--- src/rtl/timer_array.sv ---
// timer_array: an array of N_CH independent down-counting timers on a simple
// word-addressed register bus. Each channel has these registers:
//   0 CTRL   [0] EN, [1] MODE (0 one-shot, 1 auto-reload), [3] IM
//   1 PRESET reload value (CNT_W bits, zero-extended on read)
//   2 COUNT  current count (read-only)
//   3 STATUS [0] PEND (write 1 to clear)
// Ports:
//   clk      rising-edge clock
//   reset    asynchronous active-high reset
//   Addr     word address; [5:4] channel, [3:2] register
//   WE       write strobe
//   Din      write data
//   Dout     combinational read data
//   IRQ_VEC  registered per-channel interrupt (PEND & IM)
//   IRQ      registered OR of all channel interrupts
module timer_array #(
  parameter int unsigned N_CH  = 2,
  parameter int unsigned CNT_W = 32
) (
  input  logic            clk,
  input  logic            reset,
  input  logic [31:2]     Addr,
  input  logic            WE,
  input  logic [31:0]     Din,
  output logic [31:0]     Dout,
  output logic [N_CH-1:0] IRQ_VEC,
  output logic            IRQ
);

  localparam logic [1:0] REG_CTRL   = 2'd0;
  localparam logic [1:0] REG_PRESET = 2'd1;
  localparam logic [1:0] REG_COUNT  = 2'd2;
  localparam logic [1:0] REG_STATUS = 2'd3;

  typedef enum logic [1:0] {
    S_IDLE = 2'd0,
    S_LOAD = 2'd1,
    S_CNT  = 2'd2,
    S_INT  = 2'd3
  } state_t;

  state_t           state_q  [N_CH];
  state_t           state_d  [N_CH];
  logic [CNT_W-1:0] preset_q [N_CH];
  logic [CNT_W-1:0] preset_d [N_CH];
  logic [CNT_W-1:0] count_q  [N_CH];
  logic [CNT_W-1:0] count_d  [N_CH];
  logic [N_CH-1:0]  en_q, en_d;
  logic [N_CH-1:0]  mode_q, mode_d;
  logic [N_CH-1:0]  im_q, im_d;
  logic [N_CH-1:0]  pend_q, pend_d;
  logic [N_CH-1:0]  pend_set;
  logic [N_CH-1:0]  irq_vec_q, irq_vec_d;
  logic             irq_q;

  logic [1:0] bus_ch;
  logic [1:0] bus_reg;
  logic       unused_bits;

  assign bus_ch      = Addr[5:4];
  assign bus_reg     = Addr[3:2];
  assign unused_bits = ^{Addr[31:6], Din};

  // State registers
  always_ff @(posedge clk or posedge reset) begin
    if (reset) begin
      for (int i = 0; i < int'(N_CH); i++) begin
        state_q[i]  <= S_IDLE;
        preset_q[i] <= '0;
        count_q[i]  <= '0;
      end
      en_q      <= '0;
      mode_q    <= '0;
      im_q      <= '0;
      pend_q    <= '0;
      irq_vec_q <= '0;
      irq_q     <= 1'b0;
    end else begin
      state_q   <= state_d;
      preset_q  <= preset_d;
      count_q   <= count_d;
      en_q      <= en_d;
      mode_q    <= mode_d;
      im_q      <= im_d;
      pend_q    <= pend_d;
      irq_vec_q <= irq_vec_d;
      irq_q     <= |irq_vec_d;
    end
  end

  // Per-channel FSM, then bus writes (bus wins on CTRL), then PEND set (set wins on clear)
  always_comb begin
    state_d   = state_q;
    preset_d  = preset_q;
    count_d   = count_q;
    en_d      = en_q;
    mode_d    = mode_q;
    im_d      = im_q;
    pend_d    = pend_q;
    pend_set  = '0;
    irq_vec_d = '0;
    for (int i = 0; i < int'(N_CH); i++) begin
      case (state_q[i])
        S_IDLE: begin
          if (en_q[i]) state_d[i] = S_LOAD;
        end
        S_LOAD: begin
          count_d[i] = preset_q[i];
          state_d[i] = S_CNT;
        end
        S_CNT: begin
          if (!en_q[i]) begin
            state_d[i] = S_IDLE;
          end else if (count_q[i] != '0) begin
            count_d[i] = count_q[i] - CNT_W'(1);
          end else begin
            state_d[i]  = S_INT;
            pend_set[i] = 1'b1;
          end
        end
        S_INT: begin
          if (mode_q[i]) begin
            state_d[i] = S_LOAD;
          end else begin
            state_d[i] = S_IDLE;
            en_d[i]    = 1'b0;
          end
        end
        default: state_d[i] = S_IDLE;
      endcase

      if (WE && (bus_ch == 2'(i))) begin
        case (bus_reg)
          REG_CTRL: begin
            en_d[i]   = Din[0];
            mode_d[i] = Din[1];
            im_d[i]   = Din[3];
          end
          REG_PRESET: preset_d[i] = Din[CNT_W-1:0];
          REG_STATUS: if (Din[0]) pend_d[i] = 1'b0;
          default: ;
        endcase
      end

      if (pend_set[i]) pend_d[i] = 1'b1;
      irq_vec_d[i] = pend_d[i] & im_d[i];
    end
  end

  // Read mux; unimplemented channels read as zero
  always_comb begin
    Dout = '0;
    for (int i = 0; i < int'(N_CH); i++) begin
      if (bus_ch == 2'(i)) begin
        case (bus_reg)
          REG_CTRL:   Dout = {28'd0, im_q[i], 1'b0, mode_q[i], en_q[i]};
          REG_PRESET: Dout = 32'(preset_q[i]);
          REG_COUNT:  Dout = 32'(count_q[i]);
          default:    Dout = {31'd0, pend_q[i]};
        endcase
      end
    end
  end

  assign IRQ_VEC = irq_vec_q;
  assign IRQ     = irq_q;

endmodule

--- config.mk ---
export PLATFORM = sky130hd
export DESIGN_NAME = timer_array
export DESIGN_NICKNAME = d
export VERILOG_FILES = /design/src/rtl/timer_array.sv
export SDC_FILE = /design/constraint.sdc
export NUM_CORES = 1
export LEC_CHECK = 0
export ABC_AREA = 1
export BUFFER_PORTS_ARGS = -buffer_cell sky130_fd_sc_hd__buf_2
export CORE_MARGIN = 1
export CORE_UTILIZATION = 30
export CTS_CLUSTER_DIAMETER = 100
export DETAILED_ROUTE_END_ITERATION = 6
export GPL_ROUTABILITY_DRIVEN = 0
export PLACE_DENSITY_LB_ADDON = 0.12
export SETUP_SLACK_MARGIN = 0.1
export SLEW_MARGIN = 20
export SYNTH_ARGS = -nofsm -noshare
export SYNTH_HDL_FRONTEND = slang
export SYNTH_SLANG_ARGS = --single-unit
--- constraint.sdc ---
create_clock -name clk -period 4.4 [get_ports clk]
set_clock_uncertainty 0.05 [all_clocks]
set_input_delay 0 -clock clk [delete_from_list [all_inputs] [get_ports clk]]
set_output_delay 0 -clock clk [all_outputs]
set_load 0.05 [all_outputs]
Word-level counts from Yosys, hierarchy flattened --
Cells that the tools add are included.
Word-level totals: register bits after elaboration 143, output and inout bits 35, logic and storage cells 100
Operators by class: add/sub/neg operators 2, equal/unequal tests 18, multiplexer cells 46, bitwise operators 2, reduce and logical (&&, ||, !) cells 19
Operators by type and width (number):
- $mux 32 | 6
- $pmux 32 s3 | 2
- $pmux 32 s2 | 2
- $reduce_bool 32->1 | 2
- $sub 32x1->32 const B | 2
- $mux 1 | 28
- $pmux 2 s4 | 2
- $eq 2x2->1 const B | 6
- $mux 2 | 6
- $ne 2x2->1 const B | 6
- $reduce_and 2->1 | 6
- $eq 2x1->1 const B | 4
- $logic_not 2->1 | 4
- $ne 3x3->1 const B | 2
- $reduce_and 3->1 | 2
- $reduce_bool 2->1 | 2
- $and 1x1->1 | 2
- $logic_and 1x1->1 | 2
- $reduce_or 2->1 | 1

Logic depth before layout (Yosys ltp) --
Gate-level depths: netlist of run 1.
word-level depth 7, gate-level depth with buffers 11

Worst setup path before layout of run 1 --
No wires, ideal clock.
path kind register to register, start point register count_q[0] (netlist name), end point register count_q[31] (netlist name), setup time 0.117 ns, arrival time 1.655 ns, slack 2.578 ns, cell stages (with the launch flop) 12, buffers on the path 2, path through dfrtp_1 -> inv_1 -> ha_1 -> nand2_2 -> nor2_8 -> nand4_4 -> nand2_4 -> nand2_2 -> buf_6 -> buf_6 -> nand3_2 -> nand2_1
Between the ends: word-level cells in the longest chain between the ends 4, elaborated cells between the ends (all ways) 7
RTL lines:
- start, declared | RTL line 46 | logic [CNT_W-1:0] count_q [N_CH];
- start signal, assigned | RTL line 81 | count_q <= count_d;
- $sub 32x1->32 | RTL line 115 | count_d[i] = count_q[i] - CNT_W'(1);
- $mux 32 | RTL line 114 | end else if (count_q[i] != '0) begin
- $mux 32 | RTL line 112 | if (!en_q[i]) begin
- $pmux 32 s2 | RTL line 103 | case (state_q[i])
Several ways; a longest one is shown, not always the timed one. The select of a mux whose other input is x is not followed. A chain may end at the register's enable or synchronous reset.

Worst setup path in the final report of run 1 --
start point register count_q[1] (netlist name), end point register count_q[13] (netlist name)
Same word-level chain as after synthesis.

==> metrics, run 1 <==
outcome=completed; Post-DP HPWL=25000 um; vias per cell=5.09; Design Power=7.08 mW; Buffers on Ports=73; Leak=4.97 nW; Final Setup Violations=0; Seq cells post-synth=143; largest net degree at the start of global routing=70; FF-to-FF setup slack=1.53 ns; synthesized instance count=1292; maxcap violations=0; DR WL/cell=19.3 um; Worst Setup SP=count_q[1]$_DFFE_PP0P_; post-synth cell types=37; Routed WL=34400 um; I/O pins=100; initial drt markers=628; fmax=349 MHz; Inserted Diodes=0; TritonCTS clock tree=done; total gr overflow=0; 1st-pass router iterations=5; ANT nets after route=0; Data required, critical path=4.63 ns; Finished Cell Area=10800 um2; M3 GR Usage=0.0286; root buffer cell=clkbuf_16; most common cell after layout, fill and taps aside=nand2_1; clock sink total=143; Gate power share=0.451; most frequent cell on the critical path=nand2_2; Die Y=176 um; Vias=9068; P_int=3.82 mW; Yosys warning total=0; FP Rows=63; Register Area=3580 um2; RR Startpoint=count_q[1]$_DFFE_PP0P_; # fillers=3256; most frequent cells in the layout=nand2_1, inv_1, nor2_1; Cell Area, Placed=9760 um2; GRT met1 Usage=0.300; Critical Path Sink Type=flip-flop; worst path cell trace=inv_1 -> ha_1 -> nand2_2 -> nor2_8 -> nand4_4 -> nand2_4 -> nand2_2 -> nand2_1 -> o21ai_2; Buf+Inv Stages, Crit Path=1; switching power=3.26 mW; Resized Gates After CTS=0; sw frac=0.461; syn_nets=1359; Slowest Stage Delay on Critical Path=0.65 ns; Hold Crit Class=input pin to async pin; nets@finish=1445; Mean Syn Cell Area=7.02 um2; vias in the first global route=8732; global-route usage over all layers=0.229; share of layout cells above drive strength 1=0.137; DRC viols=0; Synth top area share=0.395; Layout area overhead=18.8%; later-pin clock latency in the skew report=0.44 ns; min Tclk post-route=2.87 ns; Cell Pwr Density=657 nW/um2; initial antenna violation count=0; final max-slew violation count=0; crit start category=flip-flop; critical path type=flip-flop to flip-flop; GRT busiest layer=met2; Reg clk slew, reported paths=0.06 ns; relative slew slack=0.265; post-route setup TNS=0 ns; critical path's top delay family=simple AND/OR/NAND/NOR gates; post-synthesis sequential area ratio=0.395; slowest CP cell=nand2_2; core area=29700 um2; grt met2 use=0.381; Final period util=0.652; unrepaired setup endpoints after global routing=no; final hold vios=0; Initial Utilization=0.305; die area=30900 um2; dominant cells by area after synthesis=dfrtp_1, nand2_1, nand3_1; Util after Layout=0.363; sequential share of power=0.316; clock buffer depth=2; first-pass GRT wire length=52900 um; clock network power share=0.233; CP Data Arrival Time=3.10 ns; Max IR drop VDD=0.295 mV; area of the mapped netlist=9070 um2; Die Wd=176 um; Multi-input gate area=4610 um2; worst-path fanout max=47; actual slew at the worst max-slew pin=1.10 ns; Hold Buf Count CTS=36; TritonCTS buffer count=17; postcts setup bufs=0; H-tree depth=4; Yosys top cell by area=dfrtp_1
==> per-layer routing <==
layer | share of wire | vias up | wire [um]
met1 | 0.45 | 4377 | 15500
met4 | 0.031 | 0 | 1060
li1 | - | 4449 | -
met2 | 0.48 | 191 | 16600
met3 | 0.034 | 51 | 1180
met5 | 0 | - | 0
==> per-stage QoR <==
| stage | cells | setup WS [ns] | hold slack, ns |
|---|---|---|---|
| after detailed placement | 1713 | 1.49 | 0.129 |
| after global routing | 1781 | 1.31 | 0.243 |
| after floorplan | 1292 | 0.512 | 0.0669 |
| after global placement | 1713 | 1.53 | 0.128 |
| final | 1781 | 1.53 | 0.159 |
| after CTS | 1781 | 1.49 | 0.228 |
==> final timing paths <==
path / cells past startpoint / to
max in group asynchronous: 4 / state_q[3]$_DFFE_PP0P_
max reg2reg: 9 / count_q[13]$_DFFE_PP0P_
min reg2reg: 2 / preset_q[35]$_DFFE_PP0P_
min: 3 / preset_q[44]$_DFFE_PP0P_
min in group clk: 6 / im_q[0]$_DFF_PP0_
max: 9 / count_q[13]$_DFFE_PP0P_
==> Yosys cell counts <==
library cell  number
a21oi_1           36
inv_1            156
ha_1               2
buf_6              8
nand4_1           15
a21boi_0           2
o21ai_2           19
nor2_4             4
nand3_2           12
clkbuf_1          32
nor3b_1            1
nor2_8             1
o211ai_1           1
nand2_2            5
buf_1              6
nor2_2            14
nand2_1          308
o21ai_1           11
inv_2              4
buf_4              1
buf_2              9
o21ai_0           99
a22oi_1            2
or2_2              2
clkinv_1           1
xor2_1             2
o22ai_1           66
dfrtp_1          143
nand3_1          139
nand4_4            1
nand2_4            3
a22o_1            29
nand4_2            1
mux2_2             2
a221oi_1           1
o221ai_1           2
nor2_1           152
==> power groups by stage <==
| stage | Sequential (mW) | Clock [mW] | Combinational (mW) |
|---|---|---|---|
| final | 2.24 | 1.65 | 3.19 |
| after global routing | 2.31 | 1.73 | 3.59 |
| after CTS | 2.23 | 1.68 | 3.20 |
| after detailed placement | 2.25 | 0 | 3.16 |
| after global placement | 2.25 | 0 | 3.12 |
| after floorplan | 2.14 | 0 | 2.43 |
==> worst register-to-register path: cells and delay by family, from the launching register on <==
family          cells  cell delay, ns
compound gates      1            0.07
simple gates        6            1.73
fa+ha+maj           1            0.31
buf+inv             1            0.16
flops               1            0.41
==> cell type report <==
class,instances,area share
repair buffers,123,0.0771
multi-input cells,932,0.428
flip-flops and latches,143,0.332
clock inverters,10,0.0170
well taps,390,0.0453
clock buffers,22,0.0440
inverters,161,0.0566
==> kinds of logic (layout without fill, tap and decap cells) <==
family | after synthesis | count (layout) | share of synthesized area
simple gates | 658 | 658 | 0.321
compound gates | 268 | 268 | 0.179
buf+inv | 217 | 316 | 0.0981
flops | 143 | 143 | 0.395
fa+ha+maj | 2 | 2 | 0.00276
xor+xnor | 2 | 2 | 0.00193
mux | 2 | 2 | 0.00248
==> registers in the layout (all words and copies together) (netlist names) <==
name / cells
IRQ: 1
en_q: 2
IRQ_VEC: 2
preset_q: 64
pend_q: 2
state_q: 4
count_q: 64
im_q: 2
mode_q: 2
(Power assumes the default switching activity.)
==> run 2: changes to the inputs <==
clock period = 2.67 ns   (was 4.4 ns; I/O delays follow)
==> metrics, run 2 (same netlist as run 1, synthesis figures left out) <==
final max-slew violation count=0 (unchanged); initial drt markers=670 (+6.7%); largest net degree at the start of global routing=144 (+110%); final hold vios=0 (unchanged); min Tclk post-route=2.32 ns (-0.552 ns); Cell Pwr Density=1070 nW/um2 (+63%); FF-to-FF setup slack=0.35 ns (-1.18 ns); Resized Gates After CTS=0 (unchanged); Layout area overhead=19.7%; crit start category=flip-flop; Buffers on Ports=73 (unchanged); Critical Path Sink Type=flip-flop; initial antenna violation count=1 (+1); Max IR drop VDD=0.466 mV (+58%); Die Y=176 um (unchanged); worst-path fanout max=46 (-2.1%); vias in the first global route=8559 (-2.0%); global-route usage over all layers=0.228 (-0.000621); die area=30900 um2 (unchanged); core area=29700 um2 (unchanged); I/O pins=100 (unchanged); Data required, critical path=2.92 ns (-1.71 ns); Post-DP HPWL=24700 um (-1.0%); total gr overflow=0 (unchanged); clock buffer depth=2 (unchanged); actual slew at the worst max-slew pin=0.864 ns (-0.234 ns); FP Rows=63 (unchanged); R2R depth=9 (unchanged); root buffer cell=clkbuf_16; nets@finish=1455 (+0.69%); post-route setup TNS=0 ns (unchanged); postcts setup bufs=0 (unchanged); Top Registers=count_q: 64 flops, preset_q: 64 flops, state_q: 4 flops; Worst Setup SP=count_q[33]$_DFFE_PP0P_; Hold Crit Class=input pin to flip-flop; Hold Buf Count CTS=37 (+2.8%); share of layout cells above drive strength 1=0.143 (+0.00616); vias per cell=5.04 (-1.1%); DRC viols=0 (unchanged); later-pin clock latency in the skew report=0.43 ns (about the same); fmax=432 MHz (+24%); RR Startpoint=count_q[33]$_DFFE_PP0P_; Final Setup Violations=0 (unchanged); DR WL/cell=19.2 um (-0.38%); Inserted Diodes=0 (unchanged); ANT nets after route=0 (unchanged); clock sink total=143 (unchanged); CP Data Arrival Time=2.56 ns (-0.54 ns); Die Wd=176 um (unchanged); most frequent cells in the layout=nand2_1, inv_1, nor2_1; H-tree depth=4 (unchanged); Routed WL=34400 um (+0.18%); critical path type=flip-flop to flip-flop; Leak=5.02 nW (+0.84%); outcome=completed; TritonCTS buffer count=17 (unchanged); 1st-pass router iterations=5 (unchanged); most common cell after layout, fill and taps aside=nand2_1; Util after Layout=0.365 (+0.00278); Final period util=0.867 (+0.215); Vias=9021 (-0.52%); first-pass GRT wire length=52600 um (-0.43%); Reg clk slew, reported paths=0.06 ns (about the same); TritonCTS clock tree=done; Reg-to-Reg End=count_q[47]$_DFFE_PP0P_; CP Capture Point=count_q[47]$_DFFE_PP0P_; maxcap violations=0 (unchanged); unrepaired setup endpoints after global routing=no; relative slew slack=0.424 (+0.159); Initial Utilization=0.305 (unchanged)
run 2: where the power goes:
group,leakage [nW],internal [mW],switching [mW]
Clock,0.295,1.54,1.00
Combinational,3.03,1.66,3.71
Sequential,1.69,2.96,0.732
Total,5.02,6.15,5.44
run 2: metrics by stage:
| step | std cells | worst slack (ns) | hold WS (ns) | total power [mW] | instance area (um2) |
|---|---|---|---|---|---|
| 6_report | 1791 | 0.354 | 0.0468 | 11.6 | 10900 |
| 5_1_grt | 1791 | 0.216 | 0.106 | 12.5 | 10900 |
| 4_1_cts | 1791 | 0.361 | 0.0192 | 11.6 | 10900 |
| 3_5_place_dp | 1722 | 0.365 | 0.224 | 9.01 | 9880 |
| 3_3_place_gp | 1722 | 0.387 | 0.208 | 8.98 | 9880 |
| 2_1_floorplan | 1292 | 0.829 | 0.0669 | 7.53 | 9070 |
run 2: per-layer routing:
metal | track usage | part of all wire
met3 | 0.0396 | 0.037
met2 | 0.364 | 0.47
met1 | 0.305 | 0.46
met5 | 0 | 0.00038
met4 | 0.0891 | 0.033
run 2: how the worst min path moves through the flow:
stage / from / cells past startpoint / slack (ns) / end
final: Addr[4] / 6 / 0.05 / en_q[0]$_DFF_PP0_
after global routing: Addr[2] / 4 / 0.11 / pend_q[1]$_DFF_PP0_
after CTS: Addr[2] / 4 / 0.02 / pend_q[1]$_DFF_PP0_
after detailed placement: Din[17] / 3 / 0.22 / preset_q[17]$_DFFE_PP0P_
after global placement: Din[7] / 3 / 0.21 / preset_q[7]$_DFFE_PP0P_
after floorplan: Din[1] / 2 / 0.07 / preset_q[1]$_DFFE_PP0P_
run 2: cell type report:
class / count / area (um2)
fill: 3165 / 18900
multi-input combinational: 932 / 4620
sequential: 143 / 3580
timing repair buffer: 133 / 958
inverter: 161 / 608
tap: 390 / 488
clock buffer: 21 / 470
clock inverter: 11 / 138
run 2: worst max-delay path, stage by stage, from the launching register on:
cell,delay (ns)
dfrtp_1,0.43
inv_1,0.12
ha_1,0.22
nand2_1,0.16
nor2_4,0.24
nand4_2,0.18
nand2_4,0.11
nand2_4,0.33
nand2_1,0.22
o21ai_2,0.07
